File: config.mk
export PLATFORM = sky130hd
export DESIGN_NAME = muldiv_ctrl
export DESIGN_NICKNAME = d
export VERILOG_FILES = /design/src/rtl/muldiv_pkg.sv /design/src/rtl/muldiv_ctrl_div_iter.sv /design/src/rtl/multiplier.sv /design/src/rtl/muldiv_ctrl.sv
export SDC_FILE = /design/constraint.sdc
export NUM_CORES = 2
export LEC_CHECK = 0
export BUFFER_PORTS_ARGS = -buffer_cell sky130_fd_sc_hd__buf_2
export CORE_MARGIN = 5
export CORE_UTILIZATION = 50
export CTS_CLUSTER_SIZE = 10
export DETAILED_ROUTE_END_ITERATION = 16
export HOLD_SLACK_MARGIN = 0.05
export PLACE_DENSITY = 0.74
export SYNTH_ARGS = -nofsm -noshare
export SYNTH_HDL_FRONTEND = slang
export SYNTH_SLANG_ARGS = --single-unit
File: constraint.sdc
create_clock -name clk_i -period 25 [get_ports clk_i]
set_input_delay 1.25 -clock clk_i [delete_from_list [all_inputs] [get_ports clk_i]]
set_output_delay 1.25 -clock clk_i [all_outputs]
set_load 0.05 [all_outputs]
File: src/rtl/muldiv_pkg.sv
// ----------------------------------------------------------------------------
// muldiv_pkg
// Shared encodings and constants for the RV32M multiply/divide sequencer.
// Revision: 1.0
// ----------------------------------------------------------------------------
`default_nettype none

package muldiv_pkg;

  // funct3 encodings of the M extension
  localparam logic [2:0] OP_MUL    = 3'b000;
  localparam logic [2:0] OP_MULH   = 3'b001;
  localparam logic [2:0] OP_MULHSU = 3'b010;
  localparam logic [2:0] OP_MULHU  = 3'b011;
  localparam logic [2:0] OP_DIV    = 3'b100;
  localparam logic [2:0] OP_DIVU   = 3'b101;
  localparam logic [2:0] OP_REM    = 3'b110;
  localparam logic [2:0] OP_REMU   = 3'b111;

  typedef enum logic [1:0] {
    ST_IDLE = 2'd0,
    ST_MUL  = 2'd1,
    ST_DIV  = 2'd2,
    ST_DONE = 2'd3
  } state_t;

  localparam int DIV_ITERS = 32;

  // Divide-by-zero quotient and signed-overflow quotient
  localparam logic [31:0] C_ALL_ONES = 32'hFFFF_FFFF;
  localparam logic [31:0] C_INT_MIN  = 32'h8000_0000;

endpackage

`default_nettype wire

File: src/rtl/muldiv_ctrl_div_iter.sv
// ----------------------------------------------------------------------------
// div_iter
// Radix-2 restoring divider on operand magnitudes, one quotient bit per
// cycle MSB first. o_done marks the cycle of the last iteration; o_quot and
// o_rem already carry the sign fix during that cycle.
// Revision: 1.0
// ----------------------------------------------------------------------------
`default_nettype none

module div_iter
  import muldiv_pkg::*;
(
  input  logic        clk_i,
  input  logic        rst_i,
  input  logic        i_start,
  input  logic        i_kill,
  input  logic        i_signed,
  input  logic [31:0] i_dividend,
  input  logic [31:0] i_divisor,
  output logic        o_done,
  output logic [31:0] o_quot,
  output logic [31:0] o_rem
);

  logic        r_active;
  logic [4:0]  r_cnt;
  logic [31:0] r_rem;
  logic [31:0] r_quot;
  logic [31:0] r_dvs;
  logic        r_neg_q;
  logic        r_neg_r;

  logic        w_a_neg;
  logic        w_b_neg;
  logic [32:0] w_trial;
  logic        w_ge;
  logic [31:0] w_rem_n;
  logic [31:0] w_quot_n;

  assign w_a_neg = i_signed & i_dividend[31];
  assign w_b_neg = i_signed & i_divisor[31];

  // Partial remainder shifted left with the next dividend bit brought in;
  // the result of a successful subtract is always below the divisor, so the
  // low 32 bits of the difference are exact.
  assign w_trial  = {r_rem, r_quot[31]};
  assign w_ge     = (w_trial >= {1'b0, r_dvs});
  assign w_rem_n  = w_ge ? (w_trial[31:0] - r_dvs) : w_trial[31:0];
  assign w_quot_n = {r_quot[30:0], w_ge};

  assign o_done = r_active && (r_cnt == 5'(DIV_ITERS - 1));
  assign o_quot = r_neg_q ? (32'd0 - w_quot_n) : w_quot_n;
  assign o_rem  = r_neg_r ? (32'd0 - w_rem_n) : w_rem_n;

  // Load magnitudes on start, then iterate until the final bit is produced
  always_ff @(posedge clk_i or posedge rst_i) begin
    if (rst_i) begin
      r_active <= 1'b0;
      r_cnt    <= '0;
      r_rem    <= '0;
      r_quot   <= '0;
      r_dvs    <= '0;
      r_neg_q  <= 1'b0;
      r_neg_r  <= 1'b0;
    end else if (i_kill) begin
      r_active <= 1'b0;
      r_cnt    <= '0;
    end else if (i_start) begin
      r_active <= 1'b1;
      r_cnt    <= '0;
      r_rem    <= '0;
      r_quot   <= w_a_neg ? (32'd0 - i_dividend) : i_dividend;
      r_dvs    <= w_b_neg ? (32'd0 - i_divisor) : i_divisor;
      r_neg_q  <= w_a_neg ^ w_b_neg;
      r_neg_r  <= w_a_neg;
    end else if (r_active) begin
      r_rem  <= w_rem_n;
      r_quot <= w_quot_n;
      r_cnt  <= r_cnt + 5'd1;
      if (o_done) begin
        r_active <= 1'b0;
      end
    end
  end

endmodule

`default_nettype wire

File: src/rtl/multiplier.sv
// ----------------------------------------------------------------------------
// multiplier
// Combinational 32x32 multiplier covering MUL/MULH/MULHSU/MULHU.
// Revision: 1.0
// ----------------------------------------------------------------------------
`default_nettype none

module multiplier
  import muldiv_pkg::*;
(
  input  logic [1:0]  i_op,
  input  logic [31:0] i_a,
  input  logic [31:0] i_b,
  output logic [31:0] o_res
);

  logic               w_a_signed;
  logic               w_b_signed;
  logic signed [32:0] w_a;
  logic signed [32:0] w_b;
  logic signed [63:0] w_prod;

  // rs1 is signed for MULH/MULHSU, rs2 only for MULH; the low word is
  // independent of signedness so MUL may use either extension.
  assign w_a_signed = (i_op != OP_MULHU[1:0]);
  assign w_b_signed = (i_op == OP_MULH[1:0]);
  assign w_a        = {w_a_signed & i_a[31], i_a};
  assign w_b        = {w_b_signed & i_b[31], i_b};
  assign w_prod     = 64'(w_a) * 64'(w_b);
  assign o_res      = (i_op == OP_MUL[1:0]) ? w_prod[31:0] : w_prod[63:32];

endmodule

`default_nettype wire

File: src/rtl/muldiv_ctrl.sv
// ----------------------------------------------------------------------------
// muldiv_ctrl
// RV32M execute-slot sequencer: multicycle multiply, iterative divide with a
// one-entry quotient cache, tagged valid/ready response.
// Revision: 1.0
// ----------------------------------------------------------------------------
`default_nettype none

module muldiv_ctrl
  import muldiv_pkg::*;
#(
  parameter int MUL_LATENCY = 2
) (
  input  logic        clk_i,
  input  logic        rst_i,
  input  logic        req_valid_i,
  output logic        req_ready_o,
  input  logic [2:0]  op_i,
  input  logic [31:0] rs1_i,
  input  logic [31:0] rs2_i,
  input  logic [4:0]  rd_i,
  input  logic        kill_i,
  output logic        resp_valid_o,
  input  logic        resp_ready_i,
  output logic [31:0] resp_data_o,
  output logic [4:0]  resp_rd_o,
  output logic        busy_o
);

  state_t      r_state;
  logic [1:0]  r_op;
  logic [31:0] r_rs1;
  logic [31:0] r_rs2;
  logic [4:0]  r_rd;
  logic [2:0]  r_cnt;
  logic        r_fast;
  logic [31:0] r_fast_q;
  logic [31:0] r_fast_r;
  logic        r_cache_valid;
  logic        r_c_signed;
  logic [31:0] r_c_rs1;
  logic [31:0] r_c_rs2;
  logic [31:0] r_c_q;
  logic [31:0] r_c_r;
  logic        r_resp_valid;
  logic [31:0] r_resp_data;
  logic [4:0]  r_resp_rd;
  logic        r_busy;

  logic        w_accept;
  logic        w_req_signed;
  logic        w_hit;
  logic        w_div0;
  logic        w_ovf;
  logic        w_div_start;
  logic [31:0] w_mul_res;
  logic        w_div_done;
  logic [31:0] w_div_q;
  logic [31:0] w_div_r;
  logic [31:0] w_fin_q;
  logic [31:0] w_fin_r;

  assign req_ready_o  = (r_state == ST_IDLE) && !kill_i && !rst_i;
  assign w_accept     = req_valid_i && req_ready_o;
  assign w_req_signed = !op_i[0];
  assign w_hit        = r_cache_valid && (r_c_signed == w_req_signed) &&
                        (r_c_rs1 == rs1_i) && (r_c_rs2 == rs2_i);
  assign w_div0       = (rs2_i == 32'd0);
  assign w_ovf        = w_req_signed && (rs1_i == C_INT_MIN) && (rs2_i == C_ALL_ONES);
  assign w_div_start  = w_accept && op_i[2] && !w_hit && !w_div0 && !w_ovf;

  // Cache hits and special cases spend one cycle in DIV with a
  // precomputed result instead of running the iterative datapath.
  assign w_fin_q = r_fast ? r_fast_q : w_div_q;
  assign w_fin_r = r_fast ? r_fast_r : w_div_r;

  assign resp_valid_o = r_resp_valid;
  assign resp_data_o  = r_resp_data;
  assign resp_rd_o    = r_resp_rd;
  assign busy_o       = r_busy;

  multiplier u_mul (
    .i_op  (r_op),
    .i_a   (r_rs1),
    .i_b   (r_rs2),
    .o_res (w_mul_res)
  );

  div_iter u_div (
    .clk_i      (clk_i),
    .rst_i      (rst_i),
    .i_start    (w_div_start),
    .i_kill     (kill_i),
    .i_signed   (w_req_signed),
    .i_dividend (rs1_i),
    .i_divisor  (rs2_i),
    .o_done     (w_div_done),
    .o_quot     (w_div_q),
    .o_rem      (w_div_r)
  );

  // Sequencer FSM, quotient cache and registered response
  always_ff @(posedge clk_i or posedge rst_i) begin
    if (rst_i) begin
      r_state       <= ST_IDLE;
      r_op          <= '0;
      r_rs1         <= '0;
      r_rs2         <= '0;
      r_rd          <= '0;
      r_cnt         <= '0;
      r_fast        <= 1'b0;
      r_fast_q      <= '0;
      r_fast_r      <= '0;
      r_cache_valid <= 1'b0;
      r_c_signed    <= 1'b0;
      r_c_rs1       <= '0;
      r_c_rs2       <= '0;
      r_c_q         <= '0;
      r_c_r         <= '0;
      r_resp_valid  <= 1'b0;
      r_resp_data   <= '0;
      r_resp_rd     <= '0;
      r_busy        <= 1'b0;
    end else if (kill_i) begin
      r_state       <= ST_IDLE;
      r_cnt         <= '0;
      r_cache_valid <= 1'b0;
      r_resp_valid  <= 1'b0;
      r_busy        <= 1'b0;
    end else begin
      case (r_state)
        ST_IDLE: begin
          if (w_accept) begin
            r_op   <= op_i[1:0];
            r_rs1  <= rs1_i;
            r_rs2  <= rs2_i;
            r_rd   <= rd_i;
            r_busy <= 1'b1;
            if (!op_i[2]) begin
              r_state <= ST_MUL;
              r_cnt   <= 3'(MUL_LATENCY - 1);
            end else begin
              r_state  <= ST_DIV;
              r_fast   <= w_hit || w_div0 || w_ovf;
              r_fast_q <= w_hit ? r_c_q : (w_div0 ? C_ALL_ONES : C_INT_MIN);
              r_fast_r <= w_hit ? r_c_r : (w_div0 ? rs1_i : 32'd0);
            end
          end
        end
        ST_MUL: begin
          if (r_cnt == 3'd0) begin
            r_resp_data  <= w_mul_res;
            r_resp_rd    <= r_rd;
            r_resp_valid <= 1'b1;
            r_state      <= ST_DONE;
          end else begin
            r_cnt <= r_cnt - 3'd1;
          end
        end
        ST_DIV: begin
          if (r_fast || w_div_done) begin
            r_resp_data   <= r_op[1] ? w_fin_r : w_fin_q;
            r_resp_rd     <= r_rd;
            r_resp_valid  <= 1'b1;
            r_state       <= ST_DONE;
            r_fast        <= 1'b0;
            r_cache_valid <= 1'b1;
            r_c_signed    <= !r_op[0];
            r_c_rs1       <= r_rs1;
            r_c_rs2       <= r_rs2;
            r_c_q         <= w_fin_q;
            r_c_r         <= w_fin_r;
          end
        end
        ST_DONE: begin
          if (resp_ready_i) begin
            r_resp_valid <= 1'b0;
            r_busy       <= 1'b0;
            r_state      <= ST_IDLE;
          end
        end
        default: r_state <= ST_IDLE;
      endcase
    end
  end

endmodule

`default_nettype wire

==> flow_summary_export.csv <==
group,metric,value,unit
die,core_region_area,123800,µm²
synth,postSynthCellCount,7243,
clock_network,root_buffer,"clkbuf_16",
place,port_buffers,116,
synth,synthMuxAreaShare,0.008355,
final_layout,layout_common_cells,"nand2_1, inv_1, fa_1, dfrtp_1, and2_1",
timing,rsz0062_at_grt,"no",
synth,ys_warn_count,0,
final_layout,layout_commonest_cell,"nand2_1",
route,vias,50290,
synth,yosysUniqueCellTypes,102,
global_routing,overflow,0,
clock_network,cts_setup_buffers,0,
global_routing,grt_usage,0.2966,
timing,worst_clock_skew,0.03951,ns
final_layout,drive_above_1_share,0.05065,
critical_path,crit_path_end_kind,"flip-flop",
critical_path,crit_slowest_cell,"fa_1",
place,finalWeightedCongestion,0.9929,
run,drv_cap,0,
clock_network,ctsHoldBuffers,0,
clock_network,numCtsBuffers,50,
route,routed_wl,192600,µm
global_routing,antenna_found_initial,16,
outcome,status,"finished, final reports clean",
final_layout,fillers,11210,
route,post-route-drc-count,0,
hold_path,min_path_type,"flip-flop to flip-flop",
timing,hold_viol,0,
critical_path,cp_common_cell,"fa_1",
clock_network,cts_tree,"yes",
synth,synth_area,62300,µm²
synth,synthAdderAreaFrac,0.4135,
clock_network,clock_sinks,414,
synth,synth_top_family_by_area,"adder cells",
critical_path,crit_required,25.48,ns
critical_path,r2r_cells,29,
route,dr.pass1.iters,6,
synth,ys.flop_type,"dfrtp_1",
final_layout,fin_nets,8503,
synth,synth-simple-area-share,0.1735,
synth,async_reset_ff_frac,1.000,
critical_path,crit_type,"flip-flop to flip-flop",
die,fp-row-count,129,
route,vias_per_cell,5.765,
route,first_iter_violations,4777,
die,dieArea,131800,µm²
timing,min_period_over_period,0.4019,
global_routing,first_global_vias,52690,
timing,fin_setup_tns,0,ns
place,hpwl,146500,µm
synth,synthXorXnorAreaFrac,0.03543,
clock_network,htree_levels,2,
final_layout,multi_input_comb_area,45420,µm²
timing,setup-violations-final,0,
timing,post-route-min-period,10.05,ns
critical_path,worst_setup_path_start_kind,"flip-flop",
synth,synth-compound-area-share,0.09733,
timing,slew_headroom,0.2306,
global_routing,grt_max_degree,118,
final_layout,regArea,10370,µm²
die,die_h,363.0,µm
critical_path,slowest_delay,0.93,ns
synth,synth-edff-count,0,
die,io_pins,117,
timing,max_freq,0.09953,GHz
global_routing,grt_pass1_wl,304300,µm
hold_path,holdPathStages,1,
final_layout,syn2layout_area_growth,5.138,%
synth,avgSynthCellArea,8.601,µm²
clock_network,clk_pin_slew,0.06,ns
timing,worst_slew_pin_slew,1.154,ns
route,detail-route-antenna-nets,0,
synth,ys_seq_area_frac,0.1663,
die,chipWidth,363.0,µm
die,start_util,0.5032,
critical_path,cp_max_fo,51,
critical_path,arrival,10.52,ns
clock_network,clkLatencyLatePin,0.63,ns
clock_network,post_cts_resized,0,
route,wl_per_cell,22.08,µm
clock_network,clock_path_buffers,3,
synth,synth_seq_cells,414,
synth,synth_nets,8703,
timing,drv_slew,0,
==> cell usage after synthesis (18+ instances only) <==
master | count | share of area
a211oi_1 | 30 | 0.0036
a21o_1 | 56 | 0.0067
a21oi_1 | 263 | 0.021
a31oi_1 | 57 | 0.0057
and2_1 | 278 | 0.028
and3_1 | 31 | 0.0031
buf_2 | 21 | 0.0017
clkbuf_1 | 425 | 0.026
dfrtp_1 | 414 | 0.17
fa_1 | 1126 | 0.36
ha_1 | 257 | 0.052
inv_1 | 1272 | 0.077
mux2i_1 | 37 | 0.0059
nand2_1 | 1536 | 0.093
nand2b_1 | 21 | 0.0021
nand3_1 | 41 | 0.0033
nand3b_1 | 36 | 0.0043
nand4_1 | 35 | 0.0035
nor2_1 | 272 | 0.016
nor2b_1 | 20 | 0.0020
nor3_1 | 51 | 0.0041
nor4_1 | 23 | 0.0023
o211ai_1 | 24 | 0.0029
o21ai_0 | 272 | 0.022
o22ai_1 | 18 | 0.0018
o31ai_1 | 63 | 0.0076
or3_1 | 25 | 0.0025
xnor2_1 | 163 | 0.023
xor2_1 | 89 | 0.013
==> path summary, 6_finish.rpt <==
path | startpoint | endpoint | slack [ns]
setup / recovery | r_op[1] | resp_data_o[20] | 14.95
hold / removal | resp_data_o[2] | resp_data_o[2] | 0.48
setup reg to reg | r_op[1] | resp_data_o[20] | 14.95
hold reg to reg | resp_data_o[2] | resp_data_o[2] | 0.48
max in group asynchronous | rst_i | r_rs1[3] | 21.62
min in group asynchronous | rst_i | r_rd[1] | 0.80
==> registers in the layout, indices dropped and copies added (netlist names), 5 cells and up <==
name          flops
r_c_rs2          32
r_c_r            32
u_div.r_quot     32
u_div.r_dvs      32
u_div.r_cnt       5
r_fast_q         32
u_div.r_rem      32
r_rs1            32
r_fast_r         32
resp_rd_o         5
resp_data_o      32
r_c_q            32
r_rd              5
r_c_rs1          32
r_rs2            32
==> logic make-up (layout without fill, tap and decap cells) <==
| group | Yosys count | count (layout) |
|---|---|---|
| AO/OA/AOI/OAI | 962 | 962 |
| XOR/XNOR | 252 | 252 |
| adder cells (fa/ha/maj) | 1383 | 1383 |
| buffers and inverters | 1742 | 1567 |
| flip-flops | 414 | 414 |
| multiplexers | 50 | 50 |
| other | 0 | 18 |
| AND/OR/NAND/NOR | 2440 | 2440 |
==> critical path: cells and delay by family (launching register included) <==
| kind | cells | cell delay, ns |
|---|---|---|
| buffers and inverters | 9 | 1.66 |
| adder cells (fa/ha/maj) | 9 | 4.73 |
| AND/OR/NAND/NOR | 5 | 1.28 |
| AO/OA/AOI/OAI | 6 | 1.81 |
| flip-flops | 1 | 0.35 |
==> per-layer routing <==
metal,GRT usage,vias up,part of all wire
li1,-,21820,-
met1,0.3807,25420,0.38
met2,0.4807,2497,0.46
met3,0.07177,552,0.11
met4,0.1337,6,0.053
met5,0,-,0.00021
==> layout make-up <==
cell class,instances,area share
diodes,18,0.0006877
clock buffers,70,0.02119
clock inverters,7,0.001719
inverters,1276,0.07324
multi-input cells,5087,0.6934
flip-flops and latches,414,0.1583
well taps,1637,0.03127
repair buffers,214,0.02010
==> stage by stage <==
| step | hold WS (ns) | std cells | util | worst slack (ns) | area [µm²] |
|---|---|---|---|---|---|
| after floorplan | 0.4386 | 7243 | - | 12.23 | 62300 |
| final | 0.4757 | 8723 | 0.5291 | 14.95 | 65500 |
| after detailed placement | 0.4623 | 8628 | 0.5166 | 15.16 | 63950 |
| after global placement | 0.4483 | 8628 | 0.5166 | 15.44 | 63950 |
| after CTS | 0.4765 | 8705 | 0.5287 | 15.09 | 65450 |
| after global routing | 0.4942 | 8711 | 0.5288 | 14.49 | 65470 |
Power is not shown: default switching activity piles up to over one toggle a cycle in this logic, so the estimate is an artifact.
